## src/rtl/mdio_master.sv

```systemverilog
// Clause-22 MDIO initiator: serializes one read/write command per handshake into a
// full MDC/MDIO frame and returns read data plus the turnaround check as a response pulse.
module mdio_master #(
  parameter int CLK_DIV      = 50,
  parameter int PREAMBLE_LEN = 32
) (
  input  logic        clk_int,
  input  logic        rst,
  input  logic        cmd_valid,
  output logic        cmd_ready,
  input  logic        cmd_write,
  input  logic [4:0]  cmd_phy_addr,
  input  logic [4:0]  cmd_reg_addr,
  input  logic [15:0] cmd_wdata,
  output logic        rsp_valid,
  output logic [15:0] rsp_rdata,
  output logic        rsp_ta_err,
  output logic        busy,
  output logic        mdc,
  input  logic        mdio_i,
  output logic        mdio_o,
  output logic        mdio_t
);

  localparam logic [8:0] DIV_HALF = 9'(CLK_DIV);
  localparam logic [8:0] DIV_SAMP = 9'(CLK_DIV - 1);
  localparam logic [8:0] DIV_LAST = 9'(2 * CLK_DIV - 1);
  localparam logic [8:0] DIV_END  = 9'(2 * CLK_DIV - 2);
  localparam logic [5:0] PRE_LAST = 6'(PREAMBLE_LEN - 1);

  typedef enum logic [3:0] {
    S_IDLE, S_PREAMBLE, S_ST, S_OP, S_PHYAD, S_REGAD, S_TA, S_DATA, S_END
  } state_t;

  state_t      r_state, w_state_next;
  logic [5:0]  r_bit_cnt, w_bit_cnt_next, w_field_last;
  logic [8:0]  r_div_cnt, w_div_cnt_next;
  logic [31:0] r_tx_sr, w_tx_sr_next, w_tx_src, w_frame;
  logic [15:0] r_rx_sr, r_rsp_rdata;
  logic        r_write, r_ta_sample, r_mdc, r_mdio_o, r_mdio_t, r_rsp_valid, r_rsp_ta_err;
  logic        w_accept, w_bit_end, w_sample, w_frame_end, w_last_bit, w_load;
  logic        w_write_next, w_mdio_o_next, w_mdio_t_next;

  // Everything after the preamble, MSB first; read frames carry ones where the PHY drives.
  assign w_frame = cmd_write ? {2'b01, 2'b01, cmd_phy_addr, cmd_reg_addr, 2'b10, cmd_wdata}
                             : {2'b01, 2'b10, cmd_phy_addr, cmd_reg_addr, 2'b11, 16'hFFFF};

  assign w_accept    = cmd_valid && (r_state == S_IDLE);
  assign w_bit_end   = (r_state != S_IDLE) && (r_div_cnt == DIV_LAST);
  assign w_sample    = (r_state != S_IDLE) && (r_div_cnt == DIV_SAMP);
  // The response cycle closes the IDLE bit so a new frame can start on the bit grid.
  assign w_frame_end = (r_state == S_END) && (r_div_cnt == DIV_END);

  always_comb begin
    w_state_next   = r_state;
    w_bit_cnt_next = r_bit_cnt;
    w_field_last   = 6'd0;
    case (r_state)
      S_PREAMBLE:        w_field_last = PRE_LAST;
      S_ST, S_OP, S_TA:  w_field_last = 6'd1;
      S_PHYAD, S_REGAD:  w_field_last = 6'd4;
      S_DATA:            w_field_last = 6'd15;
      default:           w_field_last = 6'd0;
    endcase
    w_last_bit = (r_bit_cnt == w_field_last);

    if (r_state == S_IDLE) begin
      if (w_accept) begin
        w_state_next   = (PREAMBLE_LEN == 0) ? S_ST : S_PREAMBLE;
        w_bit_cnt_next = 6'd0;
      end
    end else if (w_frame_end) begin
      w_state_next   = S_IDLE;
      w_bit_cnt_next = 6'd0;
    end else if (w_bit_end) begin
      if (w_last_bit) begin
        w_bit_cnt_next = 6'd0;
        case (r_state)
          S_PREAMBLE: w_state_next = S_ST;
          S_ST:       w_state_next = S_OP;
          S_OP:       w_state_next = S_PHYAD;
          S_PHYAD:    w_state_next = S_REGAD;
          S_REGAD:    w_state_next = S_TA;
          S_TA:       w_state_next = S_DATA;
          S_DATA:     w_state_next = S_END;
          default:    w_state_next = S_IDLE;
        endcase
      end else begin
        w_bit_cnt_next = r_bit_cnt + 6'd1;
      end
    end

    w_div_cnt_next = (r_state == S_IDLE || w_bit_end) ? 9'd0 : r_div_cnt + 9'd1;
    w_write_next   = w_accept ? cmd_write : r_write;
    w_tx_src       = w_accept ? w_frame : r_tx_sr;
    w_tx_sr_next   = w_tx_src;
    w_load         = w_accept || (w_bit_end && !w_frame_end);
    w_mdio_o_next  = r_mdio_o;
    w_mdio_t_next  = r_mdio_t;
    if (w_load) begin
      case (w_state_next)
        S_PREAMBLE: begin
          w_mdio_o_next = 1'b1;
          w_mdio_t_next = 1'b0;
        end
        S_ST, S_OP, S_PHYAD, S_REGAD, S_TA, S_DATA: begin
          w_mdio_o_next = w_tx_src[31];
          w_mdio_t_next = !w_write_next && (w_state_next == S_TA || w_state_next == S_DATA);
          w_tx_sr_next  = {w_tx_src[30:0], 1'b0};
        end
        default: begin
          w_mdio_o_next = 1'b1;
          w_mdio_t_next = 1'b1;
        end
      endcase
    end
    if (w_frame_end) begin
      w_mdio_o_next = 1'b1;
      w_mdio_t_next = 1'b1;
    end
  end

  always_ff @(posedge clk_int) begin
    if (rst) begin
      r_state      <= S_IDLE;
      r_bit_cnt    <= 6'd0;
      r_div_cnt    <= 9'd0;
      r_tx_sr      <= 32'd0;
      r_rx_sr      <= 16'd0;
      r_write      <= 1'b0;
      r_ta_sample  <= 1'b0;
      r_mdc        <= 1'b0;
      r_mdio_o     <= 1'b1;
      r_mdio_t     <= 1'b1;
      r_rsp_valid  <= 1'b0;
      r_rsp_rdata  <= 16'd0;
      r_rsp_ta_err <= 1'b0;
    end else begin
      r_state     <= w_state_next;
      r_bit_cnt   <= w_bit_cnt_next;
      r_div_cnt   <= w_div_cnt_next;
      r_tx_sr     <= w_tx_sr_next;
      r_write     <= w_write_next;
      r_mdio_o    <= w_mdio_o_next;
      r_mdio_t    <= w_mdio_t_next;
      r_mdc       <= (w_state_next != S_IDLE) && (w_div_cnt_next >= DIV_HALF);
      r_rsp_valid <= w_frame_end;
      if (w_sample && r_state == S_TA && r_bit_cnt == 6'd1) begin
        r_ta_sample <= mdio_i;
      end
      if (w_sample && r_state == S_DATA) begin
        r_rx_sr <= {r_rx_sr[14:0], mdio_i};
      end
      if (w_frame_end) begin
        r_rsp_rdata  <= r_write ? 16'd0 : r_rx_sr;
        r_rsp_ta_err <= !r_write && r_ta_sample;
      end
    end
  end

  assign cmd_ready  = (r_state == S_IDLE);
  assign busy       = (r_state != S_IDLE);
  assign mdc        = r_mdc;
  assign mdio_o     = r_mdio_o;
  assign mdio_t     = r_mdio_t;
  assign rsp_valid  = r_rsp_valid;
  assign rsp_rdata  = r_rsp_rdata;
  assign rsp_ta_err = r_rsp_ta_err;

endmodule

```

## config.mk

```make
export PLATFORM = sky130hd
export DESIGN_NAME = mdio_master
export DESIGN_NICKNAME = d
export VERILOG_FILES = /design/src/rtl/mdio_master.sv
export SDC_FILE = /design/constraint.sdc
export NUM_CORES = 1
export LEC_CHECK = 0
export ABC_AREA = 0
export BUFFER_PORTS_ARGS = -buffer_cell sky130_fd_sc_hd__buf_4
export CELL_PAD_IN_SITES_DETAIL_PLACEMENT = 2
export CELL_PAD_IN_SITES_GLOBAL_PLACEMENT = 2
export CORE_MARGIN = 10
export CORE_UTILIZATION = 36
export CTS_BUF_LIST = sky130_fd_sc_hd__clkbuf_2 sky130_fd_sc_hd__clkbuf_4 sky130_fd_sc_hd__clkbuf_8
export DETAILED_ROUTE_END_ITERATION = 7
export GPL_ROUTABILITY_DRIVEN = 0
export PLACE_DENSITY = 0.87
export SKIP_CTS_REPAIR_TIMING = 1
export SYNTH_ARGS = -nofsm -noshare
export SYNTH_HDL_FRONTEND = slang
export SYNTH_SLANG_ARGS = --single-unit
```

## constraint.sdc

```tcl
create_clock -name clk_int -period 3.2 [get_ports clk_int]
set_input_delay 0.32 -clock clk_int [delete_from_list [all_inputs] [get_ports clk_int]]
set_output_delay 0.32 -clock clk_int [all_outputs]
set_load 0.05 [all_outputs]
```

==> results of run 1 <==
flip-flops by register name (all words and copies together), names as in the netlist:
signal       flops
r_ta_sample      1
mdc              1
r_bit_cnt        6
rsp_valid        1
r_tx_sr         32
mdio_t           1
r_rx_sr         16
r_div_cnt        9
r_state          4
rsp_ta_err       1
mdio_o           1
r_write          1
rsp_rdata       16
final timing paths:
path / to / depth (start not counted) / from
worst max-delay path: r_tx_sr[9]$_SDFF_PP0_ / 7 / r_state[2]$_SDFF_PP0_
worst min-delay path: r_ta_sample$_SDFFE_PP0P_ / 3 / mdio_i
worst max register to register: r_tx_sr[9]$_SDFF_PP0_ / 7 / r_state[2]$_SDFF_PP0_
worst min register to register: r_rx_sr[4]$_SDFFE_PP0P_ / 2 / r_rx_sr[4]$_SDFFE_PP0P_
power by group:
part,internal [mW],switching [mW]
sequential,1.19,0.0407
clock,0.392,0.460
combinational,0.170,0.292
worst register-to-register path: cells and delay by family, from the launching register on:
family / cells / cell delay [ns]
compound gates: 4 / 1.41
flops: 1 / 0.71
simple gates: 1 / 0.33
mux: 1 / 0.22
buf+inv: 1 / 0.21
cells by family (layout without fill, tap and decap cells):
logic type	count (synthesis)	count (layout)	share of synthesized area, %
AO/OA/AOI/OAI	115	115	19.1
multiplexers	20	20	4.75
flip-flops	90	90	42.5
XOR/XNOR	13	13	2.68
AND/OR/NAND/NOR	202	202	24.3
buffers and inverters	49	93	5.25
adder cells (fa/ha/maj)	5	5	1.47
cell usage after synthesis, types with 6 or more instances:
library cell,count,area share [%]
a211oi_1,8,1.4
a21oi_1,36,4.2
a22o_1,17,3.5
buf_2,7,0.83
clkbuf_1,23,2.0
dfxtp_1,90,42
inv_1,12,1.1
mux2i_1,19,4.5
nand2_1,74,6.5
nand3_1,13,1.5
nand3b_1,16,2.8
nor2_1,42,3.7
nor3_1,18,2.1
o211ai_1,19,3.4
o21ai_1,6,0.71
xnor2_1,8,1.7
layout make-up:
cell class                 instances  area, um2
clock inverter                     6       71.3
timing repair buffer              63        485
tap                              143        179
inverter                          14       52.6
sequential                        90       1800
multi-input combinational        355       2220
fill                            1258       6520
clock buffer                      10        138
metrics by stage:
step	hold slack, ns	utilization [%]
2_1_floorplan	0.436	-
3_3_place_gp	0.447	41.3
3_5_place_dp	0.466	41.3
4_1_cts	0.171	43.1
5_1_grt	0.201	43.1
6_report	0.191	43.1
routing by layer:
layer | share of wire, % | track usage, %
met3 | 3.0 | 3.45
met2 | 49 | 27.5
met1 | 46 | 19.3
met5 | 0 | 0
met4 | 1.7 | 5.83
==> summary.txt, run 1 <==
Clock network
  • Clock latency on the worst-skew pair: 0.39 ns
  • CTS tree: done
  • H-Tree Depth: 3
  • Clock Tree Buf Depth: 2
  • TritonCTS Buffers: 9
  • Total clock sinks: 90
  • Worst-path clk slew: 0.10 ns
  • Root Buffer: clkbuf_8

Global routing
  • Total gr overflow: 0
  • Largest net degree at the start of global routing: 44
  • First-pass GRT wire length: 21.6 mm
  • Total track usage: 16.1%
  • Vias in the first global route: ~4200
  • Initial antenna violation count: 0

Timing
  • Final Setup Violations: 0
  • Count of pins over their slew limit: 0
  • Worst Max-Slew Pin Slew: 0.682 ns
  • Setup tns final: 0 ns
  • RSZ-0062 raised after global routing: false
  • Hold Fails Final Rpt: 0
  • Slew HR: 54.4%
  • Share of the clock period used by the worst path: 92.9%
  • Worst clock skew: 0.00913 ns
  • Crit path setup slack, layout: 0.228 ns
  • Peak Freq: 336 MHz
  • Tmin final: 2.97 ns

Critical path
  • Critical-path cell list: o21bai_1 > a211o_1 > a2111o_4 > o21a_4 > nor3_4 > buf_12 > mux2i_1
  • Worst Setup End Kind: register
  • Critical path type: reg -> reg
  • Slowest library cell on the worst path: dfxtp_1
  • Worst EP required: about 3.5 ns
  • CP max stage delay: between 0.7 and 0.8 ns
  • R2r setup slk: 0.23 ns
  • Worst Setup Start Kind: register
  • Crit path DAT: 3.29 ns
  • Worst Path Buf+Inv: 1
  • Max FO, Critical Path: 17
  • Top delay family on crit path: compound AO/OA/AOI/OAI gates

Synth
  • Sequential fraction of the synthesis area: 42.5%
  • Post-synth EDFFs: 0
  • Synthesized net count: 530
  • Syn avg cell area: 8.59 um2
  • Synth unique cells: 63
  • Post-synth ARST share: 0%
  • Yosys synthesis warning count: 0
  • Cell area after synthesis: 0.00424 mm2
  • Flops & latches, synth: 90
  • Post-Synthesis Cells: 494
  • Post-synth top flop: dfxtp_1

Route
  • DRT Pass-1 Iters: 4
  • Remaining DRCs: 0
  • Post-route antenna net violation count: 0
  • Routed wire length: 13.0 mm
  • DR iter-0 viols: around 190
  • Via Count: 3806
  • Via density: 5.59
  • Avg WL per Cell: around 19 um

Floorplan
  • Initial core utilization: about 37%
  • Die Span Y: 129 um
  • Ports: 54
  • Die footprint: roughly 0.017 mm2
  • Num rows: 39
  • Chip width: around 130 um
  • Core area: 0.0115 mm2

Layout
  • Commonest non-fill, non-tap cells in the layout: dfxtp_1 (90), nand2_1 (74), buf_4 (62)
  • Design area: 0.00495 mm2
  • Share of cells above drive strength 1: 17.8%
  • Layout Nets: 569
  • Fin cells: 681
  • ANT cells: 0
  • Area Growth Syn to Fin: 16.6%
  • Commonest non-fill, non-tap cell in the layout: dfxtp_1

Pwr
  • Total power: 2.54 mW
  • PwrDens: about 500 mW/mm2
  • Leakage: 1.82 nW
  • IR drop worst, VDD: 246 uV

Place
  • Area post-placement: 0.00474 mm2
  • I/O Buffers: between 50 and 60
  • Dpl cells: 665
  • Dpl hpwl: 9.15 mm
  • Place WS: 0.301 ns

Run
  • Max-cap check violation count: 0

Outcome
  • Status: completed

Worst hold path
  • Worst Hold Class: in -> reg
No activity file was read; power rests on OpenSTA's default activity.
==> inputs of run 2 (changes only) <==
- ABC_AREA: 0 -> 1
- CORE_UTILIZATION: 36 -> 34
- clock period: 3.2 -> 2.9 ns (I/O delays scaled with it)
==> run 2 against run 1 <==
Power rose by 0.51%. Register-to-register slack gained 0.16 ns. Flip-flop and latch count is the same. Count of clock-buffer cells in the layout stayed put. Clock power is 9.0% higher. Synthesized cell count is 17% higher. Largest cell class unchanged. Largest power group unchanged.
==> summary.txt, run 2 <==
Pwr
  • Leakage: 2.42 nW
  • NetSw: 0.721 mW
  • Int Power: 1.84 mW
  • Combinational power share: 12.9%
  • IR drop worst, VDD: 231 uV
  • Clock share of power: 36.3%
  • Seq pwr share: 50.8%
  • PwrDens: 505 mW/mm2
  • Switching Fraction: roughly 28%

Clock network
  • CTS tree: done
  • Clock Tree Buf Depth: 2
  • Total clock sinks: 90
  • Root Buffer: clkbuf_8
  • TritonCTS Buffers: 9
  • H-Tree Depth: 3
  • Worst-path clk slew: 0.10 ns
  • Clock latency on the worst-skew pair: 0.38 ns

Global routing
  • Initial antenna violation count: 0
  • Largest net degree at the start of global routing: 50
  • First-pass GRT wire length: around 22 mm
  • Vias in the first global route: 4433
  • Total track usage: 15.0%
  • Total gr overflow: 0

Synth
  • Flops & latches, synth: 90
  • Syn avg cell area: 7.43 um2
  • Synth top area cells: dfxtp_1 (42%), nand2_1 (9.7%), nor2_1 (8.7%)
  • Share of the synthesized area in the top cell type: 41.9%
  • Post-synth EDFFs: 0
  • Cell area after synthesis: 0.00430 mm2
  • Post-synth top flop: dfxtp_1
  • Synthesized net count: 615
  • Leading area contributor after synthesis: dfxtp_1
  • Synth unique cells: 42
  • Cell with the most instances after synthesis: nand2_1
  • Top post-synthesis cells by count: nand2_1 (111), nor2_1 (100), dfxtp_1 (90), inv_1 (61), o21ai_0 (25)
  • Post-synth ARST share: 0%
  • Yosys synthesis warning count: 0
  • Sequential fraction of the synthesis area: around two fifths
  • Post-Synthesis Cells: around 580

Layout
  • Layout Nets: 662
  • Share of cells above drive strength 1: about a fifth
  • Commonest non-fill, non-tap cells in the layout: nand2_1 (111), nor2_1 (100), dfxtp_1 (90)
  • Biggest register: r_tx_sr
  • ANT cells: 0
  • Area Growth Syn to Fin: 17.7%
  • Number of flip-flops in the largest register: 32
  • Commonest non-fill, non-tap cell in the layout: nand2_1

Timing
  • RSZ-0062 raised after global routing: false
  • Crit path setup slack, layout: 0.385 ns
  • Slew HR: between 50% and 60%
  • Final Setup Violations: 0
  • Peak Freq: slightly below 400 MHz
  • Share of the clock period used by the worst path: 86.7%
  • Tmin final: 2.51 ns
  • Worst Max-Slew Pin Slew: 0.712 ns
  • Count of pins over their slew limit: 0
  • Hold Fails Final Rpt: 0
  • Worst clock skew: roughly 0.011 ns
  • Setup tns final: 0 ns

Route
  • Post-route antenna net violation count: 0
  • Via density: 4.97
  • Remaining DRCs: 0
  • DR iter-0 viols: approximately 140
  • Via Count: approximately 4000
  • DRT Pass-1 Iters: 4
  • Routed wire length: 13.2 mm
  • Avg WL per Cell: 16.4 um

Critical path
  • Critical-path cell list: inv_2 > nor2_2 > nand2_2 > nand2_1 > nand2_1 > nand2_1 > nand2_2 > nor2_8 > nand3_1 > nand2_1 > nand2_1 > nand2_4 > nand3_4 > nand2_1 > inv_1 > nor2_1
  • Slowest library cell on the worst path: dfxtp_1
  • Setup crit end: r_tx_sr[23]$_SDFF_PP0_
  • Worst Path Buf+Inv: 2
  • R2r setup slk: about 0.39 ns
  • Worst EP required: around 3.2 ns
  • Worst Setup Start Kind: register
  • Critical R2R Capture: r_tx_sr[23]$_SDFF_PP0_
  • Reg-to-Reg Start: r_state[2]$_SDFF_PP0_
  • CP Launch Point: r_state[2]$_SDFF_PP0_
  • Critical path type: reg -> reg
  • FF-to-FF path depth: 16
  • Most frequent cell on the critical path: nand2_1
  • Stages on the worst setup path: 16
  • Crit path DAT: 2.83 ns
  • Worst Setup End Kind: register
  • Max FO, Critical Path: 24
  • CP max stage delay: 0.45 ns
  • Top delay family on crit path: simple AND/OR/NAND/NOR gates

Floorplan
  • Die footprint: 0.0175 mm2
  • Die Span Y: around 130 um
  • Initial core utilization: 34.4%
  • Num rows: between 40 and 50
  • Ports: 54
  • Core area: 0.0125 mm2
  • Chip width: 132 um

Run
  • Max-cap check violation count: 0

Place
  • I/O Buffers: 53
  • Place WS: between 0.15 and 0.2 ns
  • Dpl hpwl: 9.41 mm

Worst hold path
  • Worst Hold Class: in -> reg
  • Worst hold start: mdio_i

Outcome
  • Status: completed
-- run 2: worst min-delay path by stage --
stage	end	slack, ns	cells after the start
after global routing	r_state[1]$_SDFF_PP0_	0.18	2
after global placement	rsp_rdata[0]$_SDFFE_PP0P_	0.45	1
final	r_rx_sr[0]$_SDFFE_PP0P_	0.17	3
after floorplan	r_rx_sr[0]$_SDFFE_PP0P_	0.44	2
after CTS	r_rx_sr[0]$_SDFFE_PP0P_	0.15	3
after detailed placement	rsp_ta_err$_SDFFE_PP0P_	0.46	1
-- run 2: kinds of logic (layout without fill, tap and decap cells) --
family                     Yosys count  count (layout)  share of synthesized area (%)
xor gates and xnor gates             3               3                          0.611
AOI/OAI and AO/OA                   79              79                           13.1
muxes                               10              10                           2.33
DFF                                 90              90                           41.9
buffers and inverters               93             144                           8.84
and+or+nand+nor                    299             300                           31.8
adders and majority gates            5               5                           1.45
-- run 2: metal layers --
layer	track usage [%]	vias to the layer above	share of wire, %
met5	0	-	0
met4	7.40	0	2.8
met3	2.46	24	2.2
met2	27.1	40	52
met1	16.7	1950	43
li1	-	1973	-
-- run 2: power by group through the flow --
stage	registers (mW)	logic (mW)	clock network, mW
finish	1.30	0.330	0.929
global route	1.30	0.377	1.01
CTS	1.30	0.335	0.962
detailed placement	1.33	0.333	0
global placement	1.32	0.312	0
floorplan	1.33	0.225	0
-- run 2: cell type report --
cell class / instances / area (um2)
fillers: 1497 / 7460
clock buffers: 10 / 138
repair buffers: 58 / 435
flip-flops and latches: 90 / 1800
inverters: 70 / 263
well taps: 172 / 215
multi-input cells: 397 / 2140
clock inverters: 6 / 71.3
-- run 2: worst min-delay path, stage by stage --
cell	delay, ns
buf_4	0.08
inv_1	0.05
a21oi_1	0.11
-- run 2: through the flow --
step	total power [mW]	hold slack [ns]	std cells	utilization, %	area (um2)
floorplan	1.55	0.439	579	-	4300
global placement	1.64	0.451	786	38.6	4830
detailed placement	1.66	0.458	786	38.6	4830
CTS	2.60	0.153	802	40.3	5040
global route	2.69	0.179	803	40.4	5060
finish	2.56	0.171	803	40.4	5060
